$ cat config.mk
export PLATFORM = sky130hd
export DESIGN_NAME = dco_cal_ctrl
export DESIGN_NICKNAME = d
export VERILOG_FILES = /design/src/rtl/dco_pkg.sv /design/src/rtl/dco_win_counter.sv /design/src/rtl/dco_cal_ctrl.sv
export SDC_FILE = /design/constraint.sdc
export NUM_CORES = 1
export LEC_CHECK = 0
export BUFFER_PORTS_ARGS = -buffer_cell sky130_fd_sc_hd__buf_4
export CAP_MARGIN = 20
export CORE_MARGIN = 8
export CORE_UTILIZATION = 45
export CTS_BUF_LIST = sky130_fd_sc_hd__clkbuf_8
export DETAILED_ROUTE_END_ITERATION = 12
export HOLD_SLACK_MARGIN = 0.1
export SETUP_SLACK_MARGIN = 0.3
export SKIP_CTS_REPAIR_TIMING = 1
export SLEW_MARGIN = 20
export SYNTH_ARGS = -nofsm -noshare
export SYNTH_HDL_FRONTEND = slang
export SYNTH_SLANG_ARGS = --single-unit
$ cat constraint.sdc
create_clock -name clk -period 6.3 [get_ports clk]
set_input_delay 0.63 -clock clk [delete_from_list [all_inputs] [get_ports clk]]
set_output_delay 0.63 -clock clk [all_outputs]
set_load 0.01 [all_outputs]
$ cat src/rtl/dco_pkg.sv
// Shared types and helpers for the DCO acquisition and tracking logic.
package dco_pkg;

  localparam int unsigned DCO_NCODE = 10;
  localparam int unsigned DCO_CNT_W = 12;
  localparam int unsigned DCO_IDX_W = 4;

  typedef enum logic [2:0] {
    ST_IDLE    = 3'd0,
    ST_ENABLE  = 3'd1,
    ST_SETTLE  = 3'd2,
    ST_MEASURE = 3'd3,
    ST_EVAL    = 3'd4,
    ST_APPLY   = 3'd5,
    ST_HOLD    = 3'd6
  } dco_cal_state_t;

  function automatic logic [DCO_NCODE-1:0] onehot(input logic [DCO_IDX_W-1:0] idx);
    onehot = '0;
    for (int i = 0; i < int'(DCO_NCODE); i++) begin
      onehot[i] = (int'(idx) == i);
    end
  endfunction

  // Operands are zero-extended by the caller, so any counter width up to 32 fits.
  function automatic logic [31:0] abs_diff(input logic [31:0] a, input logic [31:0] b);
    abs_diff = (a >= b) ? (a - b) : (b - a);
  endfunction

endpackage

$ cat src/rtl/dco_win_counter.sv
// Saturating event counter with synchronous clear and count enable.
module dco_win_counter
  import dco_pkg::*;
#(
  parameter int unsigned CNT_W = DCO_CNT_W
) (
  input  logic             clk,
  input  logic             rst,
  input  logic             i_clr,
  input  logic             i_en,
  input  logic             i_tick,
  output logic [CNT_W-1:0] o_cnt
);

  logic [CNT_W-1:0] r_cnt;

  always_ff @(posedge clk) begin
    if (rst) begin
      r_cnt <= '0;
    end else if (i_clr) begin
      r_cnt <= '0;
    end else if (i_en && i_tick && (r_cnt != '1)) begin
      r_cnt <= r_cnt + CNT_W'(1);
    end
  end

  assign o_cnt = r_cnt;

endmodule

$ cat src/rtl/dco_cal_ctrl.sv
// DCO frequency acquisition: sweep every one-hot code, measure ticks per
// window, then apply and hold the code closest to the target count.
module dco_cal_ctrl
  import dco_pkg::*;
#(
  parameter int unsigned NCODE      = DCO_NCODE,
  parameter int unsigned CNT_W      = DCO_CNT_W,
  parameter int unsigned WIN_CYC    = 64,
  parameter int unsigned SETTLE_CYC = 8
) (
  input  logic                 clk,
  input  logic                 rst,
  input  logic                 start,
  input  logic                 abort,
  input  logic [CNT_W-1:0]     target_cnt,
  input  logic                 dco_tick,
  output logic [NCODE-1:0]     lambda,
  output logic                 e,
  output logic                 busy,
  output logic                 done,
  output logic [DCO_IDX_W-1:0] best_idx,
  output logic [CNT_W-1:0]     best_err,
  output logic [CNT_W-1:0]     meas_cnt
);

  localparam int unsigned CYC_MAX = (WIN_CYC > SETTLE_CYC) ? WIN_CYC : SETTLE_CYC;
  localparam int unsigned CYC_W   = $clog2(CYC_MAX + 1);

  dco_cal_state_t       r_state, w_state_nxt;
  logic [NCODE-1:0]     r_lambda, w_lambda_nxt;
  logic                 r_e, r_busy, r_done, w_done_nxt;
  logic [DCO_IDX_W-1:0] r_idx, w_idx_nxt, r_best_idx, w_best_idx_nxt;
  logic [CNT_W-1:0]     r_best_err, w_best_err_nxt, r_meas_cnt, w_meas_cnt_nxt;
  logic [CYC_W-1:0]     r_cyc, w_cyc_nxt;
  logic [CNT_W-1:0]     w_cnt, w_err;

  dco_win_counter #(.CNT_W(CNT_W)) u_win_cnt (
    .clk    (clk),
    .rst    (rst),
    .i_clr  (r_state == ST_SETTLE),
    .i_en   (r_state == ST_MEASURE),
    .i_tick (dco_tick),
    .o_cnt  (w_cnt)
  );

  assign w_err = CNT_W'(abs_diff(32'(w_cnt), 32'(target_cnt)));

  always_ff @(posedge clk) begin
    if (rst) begin
      r_state    <= ST_IDLE;
      r_lambda   <= NCODE'(1);
      r_e        <= 1'b0;
      r_busy     <= 1'b0;
      r_done     <= 1'b0;
      r_idx      <= '0;
      r_best_idx <= '0;
      r_best_err <= '1;
      r_meas_cnt <= '0;
      r_cyc      <= '0;
    end else begin
      r_state    <= w_state_nxt;
      r_lambda   <= w_lambda_nxt;
      r_e        <= (w_state_nxt != ST_IDLE);
      r_busy     <= (w_state_nxt != ST_IDLE) && (w_state_nxt != ST_HOLD);
      r_done     <= w_done_nxt;
      r_idx      <= w_idx_nxt;
      r_best_idx <= w_best_idx_nxt;
      r_best_err <= w_best_err_nxt;
      r_meas_cnt <= w_meas_cnt_nxt;
      r_cyc      <= w_cyc_nxt;
    end
  end

  always_comb begin
    w_state_nxt    = r_state;
    w_lambda_nxt   = r_lambda;
    w_done_nxt     = 1'b0;
    w_idx_nxt      = r_idx;
    w_best_idx_nxt = r_best_idx;
    w_best_err_nxt = r_best_err;
    w_meas_cnt_nxt = r_meas_cnt;
    w_cyc_nxt      = r_cyc;

    case (r_state)
      ST_IDLE: begin
        w_lambda_nxt = NCODE'(onehot('0));
        if (start) w_state_nxt = ST_ENABLE;
      end
      ST_ENABLE: begin
        w_idx_nxt      = '0;
        w_lambda_nxt   = NCODE'(onehot('0));
        w_best_err_nxt = '1;
        w_best_idx_nxt = '0;
        w_cyc_nxt      = '0;
        w_state_nxt    = ST_SETTLE;
      end
      ST_SETTLE: begin
        if (r_cyc == CYC_W'(SETTLE_CYC - 1)) begin
          w_cyc_nxt   = '0;
          w_state_nxt = ST_MEASURE;
        end else begin
          w_cyc_nxt = r_cyc + CYC_W'(1);
        end
      end
      ST_MEASURE: begin
        if (r_cyc == CYC_W'(WIN_CYC - 1)) begin
          w_cyc_nxt   = '0;
          w_state_nxt = ST_EVAL;
        end else begin
          w_cyc_nxt = r_cyc + CYC_W'(1);
        end
      end
      ST_EVAL: begin
        w_meas_cnt_nxt = w_cnt;
        // Strict compare so that ties keep the earlier (lower) code.
        if (w_err < r_best_err) begin
          w_best_err_nxt = w_err;
          w_best_idx_nxt = r_idx;
        end
        if ((w_err == '0) || (r_idx == DCO_IDX_W'(NCODE - 1))) begin
          w_state_nxt = ST_APPLY;
        end else begin
          w_idx_nxt    = r_idx + DCO_IDX_W'(1);
          w_lambda_nxt = NCODE'(onehot(r_idx + DCO_IDX_W'(1)));
          w_cyc_nxt    = '0;
          w_state_nxt  = ST_SETTLE;
        end
      end
      ST_APPLY: begin
        w_lambda_nxt = NCODE'(onehot(r_best_idx));
        w_done_nxt   = 1'b1;
        w_state_nxt  = ST_HOLD;
      end
      ST_HOLD: begin
        if (start) w_state_nxt = ST_ENABLE;
      end
      default: begin
        w_state_nxt  = ST_IDLE;
        w_lambda_nxt = NCODE'(onehot('0));
      end
    endcase

    // Abort overrides everything; best_* results are retained.
    if (abort) begin
      w_state_nxt  = ST_IDLE;
      w_lambda_nxt = NCODE'(onehot('0));
      w_done_nxt   = 1'b0;
      w_idx_nxt    = '0;
      w_cyc_nxt    = '0;
    end
  end

  assign lambda   = r_lambda;
  assign e        = r_e;
  assign busy     = r_busy;
  assign done     = r_done;
  assign best_idx = r_best_idx;
  assign best_err = r_best_err;
  assign meas_cnt = r_meas_cnt;

endmodule
==> reports/metrics.cfg <==
[outcome]
outcome = finished clean

[logic_synthesis]
yosys.area.top_type = sky130_fd_sc_hd__dfxtp_1
synth.yosys.seq_area_share_pct = 27.89
synth_top_flop_cell = sky130_fd_sc_hd__dfxtp_1
synth_fp_nets = 684
synth-warning-count = 0
syn-mean-instance-area_um2 = 7.681
synth_area_um2 = 4808
synth_area_leaders = sky130_fd_sc_hd__dfxtp_1, sky130_fd_sc_hd__ha_1, sky130_fd_sc_hd__a21oi_1
async_reset_ff_share_pct = 0
synth_largest_type_area_fraction_pct = 27.89
synth_edf_count = 0
number_of_cells_produced_by_synthesis = 626
postSynthRegisterBits = 67
netlist-cell-type-count = 62

[placement]
placement.io_buffers = 57
dpl.hpwl_mm = 9.379
dpl_worst_slack_ns = 1.080
gpl.final_weighted_congestion = 0.9185

[grt]
globalRouteTotalUtil_pct = 17.69
grt_pass1_vias = 4320
antenna_found_initial = 0
globalRouteOverflowTotal = 0
global_route_wire_length_before_repair_mm = 21.20
grt_max_degree = 40

[sta]
layout_min_cycle_time_ns = 4.970
grt_setup_unrepaired = false
final.setup_skew_ns = 0.01277
drv_slew = 0
timing.fmax_ghz = 0.2012
worst_hold_slack_ns = 0.4642
setup_total_negative_slack_ns = 0
timing_hold_violations_final = 0
worst-slew-pin-transition_ns = 0.9230
timing.final.crit_share_pct = 78.89
maxSlewHeadroom_pct = 38.38
fin_ws_ns = 1.330
final-setup-viol-count = 0

[power]
p_leak_nw = 2.223
pwr_density_cell_nw_per_um2 = 166.6
highest_ir_drop_seen_on_vdd_v = 0.0001201
finalPower_w = 0.0009186

[detailed_routing]
final_antenna_net_count = 0
wl_met2_mm = 5.796
viasPerCell = 5.645
routed_wire_length_per_instance_um = 15.76
vias = 4533
route.layer.met1.wl_mm = 6.113
firstDrtPassIters = 5
topRoutingLayerUsed = met4
first_iter_violations = 364
routed_wirelength_mm = 12.66
remaining_drc_errors = 0
wire_length_on_met3_um = 642

[setup_path]
setup.worst_path.start_class = flop
worst-r2r-cell-count = 21
cp_cell_sequence = inv_1, ha_1, inv_1, fa_1, a211oi_2, o21ai_1, a221oi_2, o21ai_2, mux2_2, ha_1, a21boi_0, o21a_1, o21ai_0, a21oi_1, o211ai_1, a21oi_1, a211o_1, a31oi_2, buf_4, mux2i_1, or2_2
critical-path-max-stage-delay_ns = 0.62
crit_path_buffers_inverters = 3
crit-reg2reg-capture = best_err[10]
slowest_stage = sky130_fd_sc_hd__o21ai_2
critical_path.endpoint_type = flop
path_max_fanout = 21
data_arrival_time_of_the_critical_path_ns = 5.21
worstReg2RegStart = u_win_cnt.o_cnt[0]
critPathKind = flop to flop
worst_path_dominant_cell_family = compound AO/OA/AOI/OAI gates
worst-endpoint-required_ns = 6.54
ff2ff_setup_slack_ns = 1.33

[cts]
tritoncts.num_buffers = 9
cts_num_sinks = 67
clk-insertion-delay-late_ns = 0.35
path_clk_slew_ns = 0.09
cts.root.buffer_cell = sky130_fd_sc_hd__clkbuf_8
htree_levels = 3
tritoncts = yes
clk_path_buf_depth = 2

[layout]
final_nets = 720
drive_above_1_share_pct = 14.99
syn_to_final_growth_pct = 14.65
antenna_cells = 0

[floorplanning]
dieArea_um2 = 14250
boundaryPins = 58
rows = 37
initial_utilization_pct = 46.37
core_area_um2 = 10370
chipWidth_um = 119.4
die_boundary_height_um = 119.4

[hold_path]
min_to = meas_cnt[5]
startpoint_of_the_worst_hold_path = meas_cnt[5]
hold_class = flop to flop
timing.hold.worst_path_depth = 2

[flow_run]
max_cap_violations = 0

[where the power goes]
part           leakage (nW)  switching (W)  internal (W)
sequential            0.540     0.00000254      0.000424
combinational          1.58      0.0000633     0.0000388
clock                0.0988       0.000200      0.000190
[per-stage QoR]
step | std cells | utilization (%) | area [µm²]
after floorplan | 626 | - | 4808
after global placement | 787 | 51.10 | 5299
after detailed placement | 787 | 51.10 | 5299
after CTS | 803 | 53.09 | 5505
after global routing | 803 | 53.16 | 5513
final | 803 | 53.16 | 5513
[cell usage after synthesis, types with 18 or more instances]
cell type,instances
sky130_fd_sc_hd__nand2_1,62
sky130_fd_sc_hd__dfxtp_1,67
sky130_fd_sc_hd__a21oi_1,51
sky130_fd_sc_hd__inv_1,42
sky130_fd_sc_hd__a21o_1,20
sky130_fd_sc_hd__nand3_1,20
sky130_fd_sc_hd__ha_1,39
sky130_fd_sc_hd__a31oi_1,18
sky130_fd_sc_hd__nor2_1,50
sky130_fd_sc_hd__o21ai_0,34
sky130_fd_sc_hd__clkbuf_1,29
[layout make-up]
type / instances / area [µm²]
Fill cell: 1024 / 4857
Clock inverter: 7 / 82.58
Inverter: 43 / 161.4
Timing Repair Buffer: 62 / 465.4
Multi-Input combinational cell: 479 / 3168
Sequential cell: 67 / 1341
Tap cell: 136 / 170.2
Clock buffer: 9 / 123.9
[routing by layer]
layer	vias up	GRT usage [%]
met4	0	4.840
met1	2149	23.19
met2	91	28.31
li1	2285	-
met5	-	0
met3	8	4.346
[worst max path at each step]
stage | startpoint | to | slack [ns] | cells past startpoint
floorplan | target_cnt[0] | best_idx[0] | 1.57 | 22
global placement | target_cnt[2] | best_err[10] | 1.20 | 20
detailed placement | target_cnt[2] | best_err[10] | 1.08 | 20
CTS | u_win_cnt.o_cnt[0] | best_err[10] | 1.30 | 21
global route | u_win_cnt.o_cnt[0] | best_err[9] | 0.90 | 21
finish | u_win_cnt.o_cnt[0] | best_err[10] | 1.33 | 21
[sequential cells by signal, summed over array words and instances, names as in the netlist]
register / cells
r_state: 3
busy: 1
best_idx: 4
done: 1
e: 1
best_err: 12
meas_cnt: 12
lambda: 10
r_cyc: 7
u_win_cnt.o_cnt: 12
r_idx: 4
[worst register-to-register path, cell delays in order, from the launching register on]
cell and delay [ns]:
sky130_fd_sc_hd__dfxtp_1 0.48, sky130_fd_sc_hd__inv_1 0.08, sky130_fd_sc_hd__ha_1 0.20, sky130_fd_sc_hd__inv_1 0.08, sky130_fd_sc_hd__fa_1 0.24, sky130_fd_sc_hd__a211oi_2 0.10
sky130_fd_sc_hd__o21ai_1 0.18, sky130_fd_sc_hd__a221oi_2 0.09, sky130_fd_sc_hd__o21ai_2 0.62, sky130_fd_sc_hd__mux2_2 0.44, sky130_fd_sc_hd__ha_1 0.27, sky130_fd_sc_hd__a21boi_0 0.12
sky130_fd_sc_hd__o21a_1 0.18, sky130_fd_sc_hd__o21ai_0 0.14, sky130_fd_sc_hd__a21oi_1 0.08, sky130_fd_sc_hd__o211ai_1 0.15, sky130_fd_sc_hd__a21oi_1 0.09, sky130_fd_sc_hd__a211o_1 0.24
sky130_fd_sc_hd__a31oi_2 0.41, sky130_fd_sc_hd__buf_4 0.31, sky130_fd_sc_hd__mux2i_1 0.10, sky130_fd_sc_hd__or2_2 0.26
[kinds of logic (layout without fill, tap and decap cells)]
logic type	count (synthesis)	count (layout)	share of synthesized area [%]
and+or+nand+nor	219	219	23.11
AOI/OAI and AO/OA	181	181	24.12
buffers and inverters	80	121	6.557
DFF	67	67	27.89
adders and majority gates	41	41	10.98
xor gates and xnor gates	24	24	4.372
muxes	14	14	2.966
[layout by cell type (no fill, tap or decap), types with 3 or more instances in the layout]
cell type and count:
sky130_fd_sc_hd__a21o_1 20, sky130_fd_sc_hd__nand4_1 6, sky130_fd_sc_hd__xor2_1 7, sky130_fd_sc_hd__dfxtp_1 67
sky130_fd_sc_hd__clkbuf_8 9, sky130_fd_sc_hd__o22ai_1 11, sky130_fd_sc_hd__mux2i_1 12, sky130_fd_sc_hd__nand3b_1 6
sky130_fd_sc_hd__o21a_1 9, sky130_fd_sc_hd__buf_4 62, sky130_fd_sc_hd__and2_1 3, sky130_fd_sc_hd__nand3_1 20
sky130_fd_sc_hd__or2_2 10, sky130_fd_sc_hd__or3_1 9, sky130_fd_sc_hd__o21ai_0 34, sky130_fd_sc_hd__nor2_1 49
sky130_fd_sc_hd__o21bai_1 9, sky130_fd_sc_hd__a31oi_1 17, sky130_fd_sc_hd__nor2b_1 5, sky130_fd_sc_hd__nand4b_1 9
sky130_fd_sc_hd__inv_1 42, sky130_fd_sc_hd__ha_1 39, sky130_fd_sc_hd__nand2b_1 5, sky130_fd_sc_hd__a21oi_1 51
sky130_fd_sc_hd__nand2_1 62, sky130_fd_sc_hd__a211oi_1 3, sky130_fd_sc_hd__nor3b_1 9, sky130_fd_sc_hd__xnor2_1 17
sky130_fd_sc_hd__nor3_1 17, sky130_fd_sc_hd__inv_6 3
Power figures use the tool's default switching activity.
